File: src/rtl/alu_pkg.sv
// Shared ALU-side definitions: word geometry, the one's-complement minus-zero
// encoding and the odd-parity helper used by both the packer and the checker.
package alu_pkg;
  localparam int WORD_W = 16;
  localparam int DATA_W = 15;
  localparam int ADDR_W = 12;

  localparam logic [DATA_W-1:0] NEG_ZERO = 15'h7FFF;

  typedef enum logic {IDLE, WRITE} wb_state_t;

  // Parity bit that makes {d, p} carry an odd number of ones.
  function automatic logic odd_parity(input logic [DATA_W-1:0] d);
    return ~^d;
  endfunction
endpackage

File: src/rtl/word_fifo.sv
// Synchronous DEPTH x W FIFO with show-ahead head word and occupancy count.
module word_fifo
  import alu_pkg::*;
#(
  parameter int DEPTH = 4,
  parameter int W     = WORD_W,
  localparam int PW   = $clog2(DEPTH),
  localparam int CW   = PW + 1
) (
  input  logic          clk,
  input  logic          rst_n,
  input  logic          push,
  input  logic          pop,
  input  logic [W-1:0]  wdata,
  output logic [W-1:0]  rdata,
  output logic [CW-1:0] count,
  output logic          empty
);
  logic [DEPTH-1:0][W-1:0] mem;
  logic [PW-1:0]           wr_ptr;
  logic [PW-1:0]           rd_ptr;

  assign rdata = mem[rd_ptr];
  assign empty = (count == '0);

  always_ff @(posedge clk) begin
    if (push) mem[wr_ptr] <= wdata;
  end

  // Power-of-two depth lets the pointers wrap by natural overflow.
  always_ff @(posedge clk or negedge rst_n) begin
    if (!rst_n) begin
      wr_ptr <= '0;
      rd_ptr <= '0;
      count  <= '0;
    end else begin
      if (push) wr_ptr <= wr_ptr + PW'(1);
      if (pop)  rd_ptr <= rd_ptr + PW'(1);
      case ({push, pop})
        2'b10:   count <= count + CW'(1);
        2'b01:   count <= count - CW'(1);
        default: count <= count;
      endcase
    end
  end
endmodule

File: src/rtl/alu_wb_packer.sv
// Packs one's-complement ALU results into parity-protected words, queues them
// and streams them to memory at an auto-incrementing address.
module alu_wb_packer
  import alu_pkg::*;
#(
  parameter int DEPTH         = 4,
  parameter bit NORM_NEG_ZERO = 1'b0,
  localparam int CW           = $clog2(DEPTH) + 1
) (
  input  logic              clk,
  input  logic              rst_n,
  input  logic [DATA_W-1:0] res_in,
  input  logic              res_valid,
  output logic              res_ready,
  input  logic [ADDR_W-1:0] base_addr,
  input  logic              addr_load,
  output logic [WORD_W-1:0] mem_wdata,
  output logic [ADDR_W-1:0] mem_addr,
  output logic              mem_we,
  input  logic              mem_ack,
  output logic [CW-1:0]     fifo_count,
  output logic              busy
);
  wb_state_t         state;
  logic [DATA_W-1:0] d;
  logic [WORD_W-1:0] enc;
  logic [WORD_W-1:0] head;
  logic              push;
  logic              pop;
  logic              empty;

  assign d   = (NORM_NEG_ZERO && res_in == NEG_ZERO) ? '0 : res_in;
  assign enc = {d, odd_parity(d)};

  assign res_ready = (fifo_count < CW'(DEPTH));
  assign push      = res_valid & res_ready;
  // Pop feeds the output register: on leaving IDLE, or back-to-back on ack.
  assign pop       = ~empty & ((state == IDLE) | ((state == WRITE) & mem_ack));
  assign busy      = (fifo_count != '0) | mem_we;

  word_fifo #(.DEPTH(DEPTH), .W(WORD_W)) u_fifo (
    .clk   (clk),
    .rst_n (rst_n),
    .push  (push),
    .pop   (pop),
    .wdata (enc),
    .rdata (head),
    .count (fifo_count),
    .empty (empty)
  );

  always_ff @(posedge clk or negedge rst_n) begin
    if (!rst_n) begin
      state     <= IDLE;
      mem_we    <= 1'b0;
      mem_wdata <= '0;
      mem_addr  <= '0;
    end else begin
      if (addr_load && !busy) mem_addr <= base_addr;
      case (state)
        IDLE: begin
          if (!empty) begin
            state     <= WRITE;
            mem_we    <= 1'b1;
            mem_wdata <= head;
          end
        end
        WRITE: begin
          if (mem_ack) begin
            mem_addr <= mem_addr + ADDR_W'(1);
            if (!empty) begin
              mem_wdata <= head;
            end else begin
              state  <= IDLE;
              mem_we <= 1'b0;
            end
          end
        end
        default: state <= IDLE;
      endcase
    end
  end
endmodule

File: config.mk
export PLATFORM = sky130hd
export DESIGN_NAME = alu_wb_packer
export DESIGN_NICKNAME = d
export VERILOG_FILES = /design/src/rtl/alu_pkg.sv /design/src/rtl/word_fifo.sv /design/src/rtl/alu_wb_packer.sv
export SDC_FILE = /design/constraint.sdc
export NUM_CORES = 1
export LEC_CHECK = 0
export ABC_AREA = 1
export ABC_CLOCK_PERIOD_IN_PS = 4390
export BUFFER_PORTS_ARGS = -buffer_cell sky130_fd_sc_hd__buf_2
export CAP_MARGIN = 5
export CORE_UTILIZATION = 40
export CTS_CLUSTER_DIAMETER = 80
export DETAILED_ROUTE_END_ITERATION = 7
export GPL_ROUTABILITY_DRIVEN = 0
export PLACE_DENSITY_LB_ADDON = 0.25
export SKIP_LAST_GASP = 1
export SLEW_MARGIN = 20
export SYNTH_ARGS = -nofsm -noshare
export SYNTH_HDL_FRONTEND = slang
export SYNTH_SLANG_ARGS = --single-unit
File: constraint.sdc
create_clock -name clk -period 4.39 [get_ports clk]
set_input_delay 0.2195 -clock clk [delete_from_list [all_inputs] [get_ports clk]]
set_output_delay 0.2195 -clock clk [all_outputs]
set_load 0.1 [all_outputs]
Word level (Yosys, flattened, before mapping)
Cells that the tools add are included.
{"block": "word_totals", "elab_cells": 59, "output_inout_bits": 34, "input_bits": 32, "regBits": 101}
{"block": "op_classes", "eq_ne": 5, "n_addsub": 5, "bitwise": 7, "reduce_logical": 8, "n_mux": 19, "order_cmp": 4}
{"cell": "$bwmux W64", "count": 1}
{"cell": "$mux W16", "count": 4}
{"cell": "$mux W12", "count": 3}
{"cell": "$bmux W16 S2", "count": 1}
{"cell": "$demux W16 S2", "count": 1}
{"cell": "$pmux W16 S2", "count": 1}
{"cell": "$reduce_xnor A15 Y1", "count": 1}
{"cell": "$add A12 B1 Y12 const B", "count": 1}
{"cell": "$lt A2 B3 Y1 const B", "count": 2}
{"cell": "$pmux W3 S2", "count": 1}
{"cell": "$mux W1", "count": 5}
{"cell": "$add A2 B1 Y2 const B", "count": 2}
{"cell": "$ne A2 B2 Y1 const B", "count": 2}
{"cell": "$pmux W1 S2", "count": 2}
{"cell": "$add A3 B1 Y3 const B", "count": 1}
{"cell": "$and A1 B1 Y1", "count": 3}
{"cell": "$logic_not A3 Y1", "count": 1}
{"cell": "$lt A3 B3 Y1 const B", "count": 1}
{"cell": "$reduce_and A3 Y1", "count": 1}
{"cell": "$reduce_bool A3 Y1", "count": 1}
{"cell": "$sub A3 B1 Y3 const B", "count": 1}
{"cell": "$eq A2 B1 Y1 const B", "count": 1}
{"cell": "$eq A2 B2 Y1 const B", "count": 1}
{"cell": "$ge A2 B1 Y1 const B", "count": 1}
{"cell": "6 further kinds", "count": 9}

Longest topological paths before layout
Gate-level depths: netlist of the first run.
{"block": "logic_depth", "depth_word": 7, "depth_mapped": 11, "ltp_nobuf": 10}

Modules after synthesis
From an unflattened synthesis of the first run, not the netlist that was laid out.
{"block": "hier_totals", "hier_cells": 531, "area_unflattened_um2": 5124.9}
{"mod": "word_fifo", "cells_per_inst": 234, "seq_area_each_um2": 2097.0, "area_each_um2": 3204.3, "instances": 1}
{"mod": "alu_wb_packer", "cells_per_inst": 297, "seq_area_each_um2": 750.7, "area_each_um2": 1920.6, "instances": 1}

Worst setup path before layout of the first run
Ideal clock, no wire load.
{"block": "synth_path", "kind": "flip-flop to flip-flop", "startpoint": "register u_fifo.count[2]", "endpoint": "register u_fifo.count[2]", "required_time_ns": 4.245, "synth_period_minus_slack_ns": 3.042, "n_path_buf": 1, "arrival_time_ns": 2.897, "stages_incl_launch_ff": 12, "setup_time_ns": 0.145, "setup_slack_ns": 1.348, "path_cell_list": "dfrtp_1 inv_2 nand3_2 nand2_1 clkinv_2 buf_4 ha_1 inv_1 fa_1 a21oi_1 o21ai_0 xor2_1"}
{"block": "synth_between", "elab_cells_between_ends": 11, "cone_classes": "2 x add/sub; 1 x order compare; 2 x eq/ne; 1 x mux; 3 x bitwise; 2 x reduce/logical"}
{"item": "from (decl)", "line_no": "word_fifo.sv:16", "source": "output logic [CW-1:0] count,"}
{"item": "from (signal assigned)", "line_no": "word_fifo.sv:40", "source": "2'b10: count <= count + CW'(1);"}
{"item": "from (signal assigned)", "line_no": "word_fifo.sv:41", "source": "2'b01: count <= count - CW'(1);"}
{"item": "from (signal assigned)", "line_no": "word_fifo.sv:42", "source": "default: count <= count;"}
{"item": "$lt A3 B3 Y1 (*)", "line_no": "alu_wb_packer.sv:35", "source": "assign res_ready = (fifo_count < CW'(DEPTH));"}
{"item": "named net res_ready", "line_no": "alu_wb_packer.sv:14", "source": "output logic res_ready,"}
{"item": "$and A1 B1 Y1 (*)", "line_no": "alu_wb_packer.sv:36", "source": "assign push = res_valid & res_ready;"}
{"item": "$eq A2 B1 Y1 / $eq A2 B2 Y1 (equally long branches)", "line_no": "word_fifo.sv:39", "source": "case ({push, pop})"}
{"item": "$pmux W3 S2 / $reduce_bool A2 Y1 (equally long branches)"}
The timed path passes the listed nets; every way through them passes the cells marked *.
A chain may end at the register's enable or synchronous reset.

Worst setup path after layout of the first run
{"block": "layout_path", "startpoint": "register u_fifo.count[1]", "endpoint": "register u_fifo.count[2]"}
{"block": "layout_between", "elab_chain_len": 5, "elab_cells_between_ends": 11, "cone_classes": "2 x add/sub; 1 x order compare; 2 x eq/ne; 1 x mux; 3 x bitwise; 2 x reduce/logical"}
{"item": "parallel branches: the longest is 5 deep, another holds $lt A3 B3 Y1"}
Several ways; the timed one is not identified.

==> metrics.csv, run 1 <==
metric,value,unit
outcome,finished with violations,
violations,negative hold slack,
fillers,1093,
clk_root_buffer_cell,clkbuf_16,
synthArstFlopShare,36.6,%
die_w,110,um
rows,39,
synth.avg_cell_area,9.34,sq um
final_net_count,605,
cts-htree-levels,3,
cts_tree,built,
syn_inst,502,
routed_wl,9200,um
slew_headroom,36.0,%
synth.top_cell.area_share,41.0,%
antenna_left,0,
clock.fmax,432,MHz
grt_first_pass_wirelength,14700,um
tightestPinTransition,0.958,ns
antenna_found_initial,0,
ys_seq_area_share,60.7,%
regToRegEndpoint,u_fifo.count[2],
utilization,47.3,%
drt_iter0_markers,196,
syn2layout_area_growth,15.3,%
routedWlPerCell,12.9,um
reg2reg_depth,10,
dieArea,12200,sq um
insertedDiodeCount,0,
holdCritPathClass,in2async,
setup_violations,0,
grt_usage,16.2,%
clk_latency,0.34,ns
cts_buffer_depth,2,
dr_total_vias,3413,
worstPathArrival,2.54,ns
crit_path_start_kind,flip-flop,
ys_types,30,
worst_ep_required_time,4.61,ns
grt_use_met1,19.4,%
synth_enable_flop_cells,64,
drc,0,
yosysWarnings,0,
post-route-period-util,52.8,%
synth_ff_type,edfxtp_1,
criticalPathCategory,reg2reg,
busiest_layer,met2,
timing.hold.ws,-0.0118,ns
final_layout_size_suffix_gt1_share,17.2,%
ys_top_cells_by_area,"edfxtp_1 (41%), dfrtp_1 (20%), nand2_1 (9.8%)",
grt_pass1_vias,3192,
cts_setup_buffers,0,
syn_area,4690,sq um
synth.most_common_cell,nand2_1,
drt-pass1-iter-count,4,
cts_hold_buf,0,
crit_path_max_fanout,34,
clock_skew,0.00904,ns
syn-num-nets,541,
cp-startpoint,u_fifo.count[1],
met2_usage,29.0,%
use_met3,3.29,%
ctsResizeCount,0,
rsz0062_at_grt,no,
dp_hpwl,6240,um
crit_path_end,u_fifo.count[2],
initial_core_util,41.1,%
cp-end-kind,flip-flop,
yosysTopAreaCell,edfxtp_1,
vias_per_cell,4.78,
ff2ff_setup_slack,2.07,ns
die_y,110,um
coreArea,11400,sq um
tns,0,ns
clk_pin_slew,0.07,ns
r2r_start,u_fifo.count[1],
io_buffers,65,
final_hold_viol_count,30,
slew_violations,0,
grt_max_degree,38,
fin_crit,2.32,ns
cts_buffers,9,
max-cap-violations,0,
grt_overflow_total,0,
synth_seq_cells,101,
io_pins,66,
synth_commonest_cells,"nand2_1 (123), nor2_1 (102), edfxtp_1 (64)",
clkSinkCount,101,
per-layer routing:
layer | vias up | share of wire (%)
li1 | 1756 | -
met1 | 1560 | 44
met2 | 87 | 49
met3 | 10 | 5.5
met4 | 0 | 1.3
met5 | - | 0
layout by cell type, fill, tap and decap left out, types with 2 or more instances in the layout:
master and n:
clkbuf_16 9, clkinv_1 2, clkinv_2 3, buf_4 3
a21oi_1 5, inv_2 3, nand3_1 19, inv_1 49
o21ai_1 2, dfrtp_1 36, o21ai_0 40, inv_6 2
nor2_1 101, o211ai_2 4, a31oi_1 16, buf_2 65
edfxtp_1 64, nand2_1 123, xor2_1 4, nor3_1 2
ha_1 6
per-stage QoR:
step                      setup slack [ns]  std cells  hold slack, ns  area [sq um]
after floorplan                       1.35        502         -0.0761          4690
after global placement                2.18        698           0.403          5120
after detailed placement              2.09        698           0.398          5120
after CTS                             2.07        714          0.0355          5410
after global routing                  1.88        714          0.0590          5410
final                                 2.07        714         -0.0118          5410
cell type report:
cell class              count  area, sq um  area share (%)
clock buffers               9          225            4.17
clock inverters             7         55.1            1.02
inverters                  55          208            3.84
multi-input cells         331         1540            28.5
flip-flops and latches    101         2850            52.7
well taps                 143          179            3.31
repair buffers             68          348            6.43
kinds of logic (layout without fill, tap and decap cells):
logic type / Yosys count / count (layout) / synth area share (%)
and+or+nand+nor: 251 / 251 / 21.5
buffers and inverters: 70 / 139 / 6.45
adders and majority gates: 7 / 7 / 2.03
DFF: 101 / 101 / 60.7
xor gates and xnor gates: 5 / 5 / 0.934
AOI/OAI and AO/OA: 68 / 68 / 8.40
worst min path at each step:
stage	end	cells after the start	startpoint	slack, ns
2_1_floorplan	mem_addr[0]	0	rst_n	-0.08
3_3_place_gp	mem_addr[9]	1	rst_n	0.40
3_5_place_dp	mem_addr[9]	1	rst_n	0.40
4_1_cts	mem_wdata[0]	1	rst_n	0.04
5_1_grt	mem_addr[3]	1	rst_n	0.06
6_report	u_fifo.wr_ptr[0]	1	rst_n	-0.01
worst max-delay path, stage by stage (launching register included):
cell and delay, ns:
dfrtp_1 0.44, inv_1 0.12, nand3_2 0.09, nand2_1 0.09, clkinv_2 0.34, ha_1 0.22
inv_1 0.07, fa_1 0.39, a21oi_1 0.16, o21ai_0 0.12, xor2_1 0.15
sequential cells by signal (all words and copies together), names as in the netlist:
signal / flops
u_fifo.mem: 64
mem_wdata: 16
mem_addr: 12
u_fifo.count: 3
u_fifo.rd_ptr: 2
u_fifo.wr_ptr: 2
mem_we: 1
state: 1
Power of run 1 is not shown: default switching activity piles up to over one toggle a cycle in this logic, so the estimate is an artifact.
==> inputs of run 2 (changes only) <==
--- a/config.mk
+++ b/config.mk
@@ -6,7 +6,7 @@
 export NUM_CORES = 1
 export LEC_CHECK = 0
 export ABC_AREA = 1
-export ABC_CLOCK_PERIOD_IN_PS = 4390
+export ABC_CLOCK_PERIOD_IN_PS = 2400
 export BUFFER_PORTS_ARGS = -buffer_cell sky130_fd_sc_hd__buf_2
 export CAP_MARGIN = 5
 export CORE_UTILIZATION = 40
==> constraint.sdc (replaced) <==
create_clock -name clk -period 2.4 [get_ports clk]
set_input_delay 0.12 -clock clk [delete_from_list [all_inputs] [get_ports clk]]
set_output_delay 0.12 -clock clk [all_outputs]
set_load 0.1 [all_outputs]
==> run 2 against run 1 <==
Effect of this change:
- the flow now finishes without violations
- core utilization rose by 0.91 points
- die area unchanged
- setup slack lost 1.6 ns
- first-iteration DRC count fell by 11%
- cell area up 1.9%
- non-clock buffer count grew 8
==> metrics.csv, run 2 (synthesis results as in run 1) <==
metric,value,unit
outcome,"complete, no violations",
post_dp_cell_area,5180,sq um
grt_usage,17.2,%
grt_max_degree,34,
busiest_layer,met2,
io_pins,66,
insertedDiodeCount,0,
largest_reg_flops,64,
max-cap-violations,0,
holdCritPathClass,in2reg,
tightestPinTransition,0.558,ns
timing.hold.ws,0.0291,ns
cts_tree,built,
largest_register,u_fifo.mem,
post-route-period-util,79.7,%
reg_top3,"u_fifo.mem: 64 flops, mem_wdata: 16 flops, mem_addr: 12 flops",
slew_violations,0,
grt_first_pass_wirelength,15500,um
routedWlPerCell,13.4,um
worstPathCellList,"inv_4, nand2_1, ha_1, inv_1, fa_1, a21oi_1, o21ai_0, xor2_1",
slew_headroom,62.8,%
cts_buffers,9,
final_hold_viol_count,0,
clock_skew,0.00415,ns
worstPathArrival,2.12,ns
ff2ff_setup_slack,0.49,ns
routed_wl,9670,um
mostFrequentLayoutCells,"nand2_1 (123), nor2_1 (102), buf_2 (65)",
tns,0,ns
final_layout_size_suffix_gt1_share,18.1,%
coreArea,11400,sq um
crit_buf_inv,2,
dp_slack,0.484,ns
cts_buffer_depth,2,
clk_pin_slew,0.07,ns
drc,0,
final_common_cell,nand2_1,
die_y,110,um
clock.fmax,523,MHz
use_met3,2.53,%
holdCritStartpoint,base_addr[2],
criticalPathCategory,reg2reg,
clk_latency,0.34,ns
setup_ws,0.488,ns
grt_overflow_total,0,
die_w,110,um
drt_iter0_markers,175,
r2r_start,u_fifo.count[2],
rsz0062_at_grt,no,
antenna_left,0,
cts_setup_buffers,0,
rows,39,
cp-end-kind,flip-flop,
slowest_delay,0.45,ns
cts-htree-levels,3,
met2_usage,29.5,%
worst_ep_required_time,2.61,ns
clk_root_buffer_cell,clkbuf_16,
io_buffers,65,
dp_hpwl,6440,um
drt-pass1-iter-count,4,
antenna_found_initial,0,
final_net_count,613,
vias_per_cell,4.81,
crit_path_start_kind,flip-flop,
dr_total_vias,3472,
syn2layout_area_growth,17.5,%
crit_path_max_fanout,8,
cp-startpoint,u_fifo.count[2],
grt_use_met1,21.2,%
initial_core_util,41.1,%
grt_pass1_vias,3231,
critPathTopFamily,adder cells,
fin_crit,1.91,ns
fin_area,5510,sq um
dieArea,12200,sq um
slowest_stage,dfrtp_4,
clkSinkCount,101,
setup_violations,0,
[run 2: changes by cell type in the layout (fill, tap and decap cells not counted), moves of 2 or more]
| cell | previous run | this run |
|---|---|---|
| inv_6 | 2 | 0 |
| buf_4 | 3 | 10 |
| bufinv_16 | 0 | 2 |
| dfrtp_1 | 36 | 34 |
[run 2: worst paths after layout]
kind	end	cells past startpoint
min	mem_addr[2]	3
max	u_fifo.count[2]	8
max reg2reg	u_fifo.count[2]	8
min in group asynchronous	mem_addr[2]	2
max in group asynchronous	mem_wdata[0]	3
min reg2reg	state	2
[run 2: area by class of cell]
cell class | count | area (sq um)
well taps | 143 | 179
fillers | 1067 | 5910
inverters | 55 | 210
clock inverters | 6 | 87.6
clock buffers | 10 | 229
repair buffers | 76 | 410
flip-flops and latches | 101 | 2850
multi-input cells | 331 | 1540
[run 2: through the flow]
step | cells | utilization, %
after detailed placement | 705 | 45.4
after floorplan | 502 | -
after CTS | 722 | 48.3
after global routing | 722 | 48.3
final | 722 | 48.3
after global placement | 705 | 45.4
[run 2: worst reg2reg max path, cell delays in order, from the launching register on]
cell	delay, ns
dfrtp_4	0.45
inv_4	0.05
nand2_1	0.22
ha_1	0.19
inv_1	0.07
fa_1	0.39
a21oi_1	0.15
o21ai_0	0.12
xor2_1	0.16
[run 2: timing repair]
action / 4_1_cts / 5_1_grt
hold buffers: 1 / 0
endpoints found under the hold margin: 21 / 0
gates resized for setup: 0 / 0
[run 2: per-layer routing]
metal | routed length (um) | vias to the layer above
li1 | - | 1781
met1 | 4300 | 1592
met2 | 4700 | 88
met3 | 497 | 11
met4 | 175 | 0
met5 | 0 | -
Power of run 2 is left out for the same reason.
==> inputs of run 3 (changes only) <==
--- a/config.mk
+++ b/config.mk
@@ -6,7 +6,7 @@
 export NUM_CORES = 1
 export LEC_CHECK = 0
 export ABC_AREA = 1
-export ABC_CLOCK_PERIOD_IN_PS = 2400
+export ABC_CLOCK_PERIOD_IN_PS = 1900
 export BUFFER_PORTS_ARGS = -buffer_cell sky130_fd_sc_hd__buf_2
 export CAP_MARGIN = 5
 export CORE_UTILIZATION = 40
==> constraint.sdc (replaced) <==
create_clock -name clk -period 1.9 [get_ports clk]
set_input_delay 0.095 -clock clk [delete_from_list [all_inputs] [get_ports clk]]
set_output_delay 0.095 -clock clk [all_outputs]
set_load 0.1 [all_outputs]
==> run 3 against run 2 <==
Effect of this change:
- cell area up 2.1%
- non-clock buffer count up 4
- first-iteration DRC count rose by 58%
- maximum frequency increased by 14%
- register-to-register slack worse by 0.26 ns
- via count rose by 1.8%
- setup slack worse by 0.26 ns
- wire length about the same
- die area unchanged
- core utilization rose by 1.0 points
- sequential share of layout area decreased by 0.93 points
==> metrics.csv, run 3 (synthesis results as in run 1) <==
metric,value,unit
final_layout_size_suffix_gt1_share,20.6,%
hold_path_depth,3,
slowest_stage,dfrtp_4,
largest_reg_flops,64,
coreArea,11400,sq um
io_pins,66,
clkSinkCount,101,
die_w,110,um
largest_register,u_fifo.mem,
cts_buffers,9,
dieArea,12200,sq um
reg2reg_depth,10,
tightestPinTransition,0.523,ns
holdCritPathClass,in2reg,
crit_buf_inv,3,
clk_root_buffer_cell,clkbuf_16,
setup_violations,0,
dr_total_vias,3536,
grt_overflow_total,0,
outcome,"complete, no violations",
cts_setup_buffers,0,
critPathTopFamily,flip-flops,
slowest_delay,0.46,ns
antenna_left,0,
dp.cells,707,
insertedDiodeCount,0,
max-cap-violations,0,
final_net_count,617,
antenna_found_initial,0,
rows,39,
final_common_cell,nand2_1,
fin_crit,1.68,ns
io_buffers,65,
routedWlPerCell,13.3,um
die_y,110,um
slew_headroom,65.1,%
multi_input_area,1590,sq um
tns,0,ns
slew_violations,0,
syn2layout_area_growth,19.9,%
clk_pin_slew,0.07,ns
crit_path_start_kind,flip-flop,
crit_cells,10,
post_dp_cell_area,5290,sq um
grt_max_degree,38,
fin_area,5630,sq um
reg_top3,"u_fifo.mem: 64 flops, mem_wdata: 16 flops, mem_addr: 12 flops",
rsz0062_at_grt,no,
grt_usage,17.0,%
clock.fmax,597,MHz
grt_pass1_vias,3312,
vias_per_cell,4.87,
worstPathCellList,"inv_2, nand3_4, nand2_4, clkinv_4, ha_4, inv_2, fa_2, a21oi_1, o21ai_1, xor2_1",
worstPathArrival,1.90,ns
cts-htree-levels,3,
clk_latency,0.34,ns
cp-end-kind,flip-flop,
mostFrequentLayoutCells,"nand2_1 (120), nor2_1 (98), buf_2 (65)",
routed_wl,9670,um
final_hold_viol_count,0,
post-route-period-util,88.2,%
drc,0,
initial_core_util,41.1,%
cts_buffer_depth,2,
grt_first_pass_wirelength,15400,um
criticalPathCategory,reg2reg,
dp_hpwl,6420,um
drt_iter0_markers,276,
layout.area.seq,2860,sq um
fillers,1070,
finalNonFillerCells,726,
path_common_cell,inv_2,
crit_path_max_fanout,4,
cts_tree,built,
worst_ep_required_time,2.12,ns
drt-pass1-iter-count,4,
clock_skew,0.00709,ns
-- run 3: changes by cell type in the layout (fill, tap and decap cells not counted), sizes merged --
cell	previous run	this run
buf	75	77
bufinv	2	1
clkinv	7	4
dlygate4sd3	1	3
inv	52	56
-- run 3: repair_timing --
item,in CTS,in global routing
resized for setup,0,0
hold buffers,3,0
endpoints found under the hold margin,42,0
-- run 3: tightest hold or removal path, delay by kind of cell --
family / cells / cell delay (ns)
AO/OA/AOI/OAI: 1 / 0.08
AND/OR/NAND/NOR: 1 / 0.06
buffers and inverters: 1 / 0.08
-- run 3: stage by stage --
step | util (%) | hold slack [ns] | setup slack (ns)
2_1_floorplan | - | -0.201 | -0.151
3_5_place_dp | 46.3 | 0.0870 | 0.227
3_3_place_gp | 46.3 | 0.0889 | 0.262
5_1_grt | 49.3 | 0.00780 | 0.126
6_report | 49.3 | 0.00523 | 0.224
4_1_cts | 49.3 | 0.000268 | 0.215
-- run 3: final cells by class --
type	count	area share, %
well taps	143	3.18
multi-input cells	331	28.2
clock inverters	6	1.36
repair buffers	80	8.36
inverters	55	3.98
flip-flops and latches	101	50.9
clock buffers	10	4.07
-- run 3: metal layers --
| layer | wire (um) | vias to the layer above | global-route usage [%] |
|---|---|---|---|
| li1 | - | 1785 | - |
| met1 | 4250 | 1641 | 21.2 |
| met2 | 4700 | 99 | 29.7 |
| met3 | 584 | 11 | 3.23 |
| met4 | 135 | 0 | 5.45 |
| met5 | 0 | - | 0 |
-- run 3: worst paths after layout --
kind	start	to	slack, ns
setup / recovery	u_fifo.count[0]	u_fifo.count[2]	0.22
hold / removal	base_addr[7]	mem_addr[7]	0.005
setup reg to reg	u_fifo.count[0]	u_fifo.count[2]	0.22
hold reg to reg	u_fifo.mem[18]	mem_wdata[2]	0.54
max in group asynchronous	rst_n	mem_addr[1]	1.43
min in group asynchronous	rst_n	mem_we	0.25
Power of run 3 is left out for the same reason.
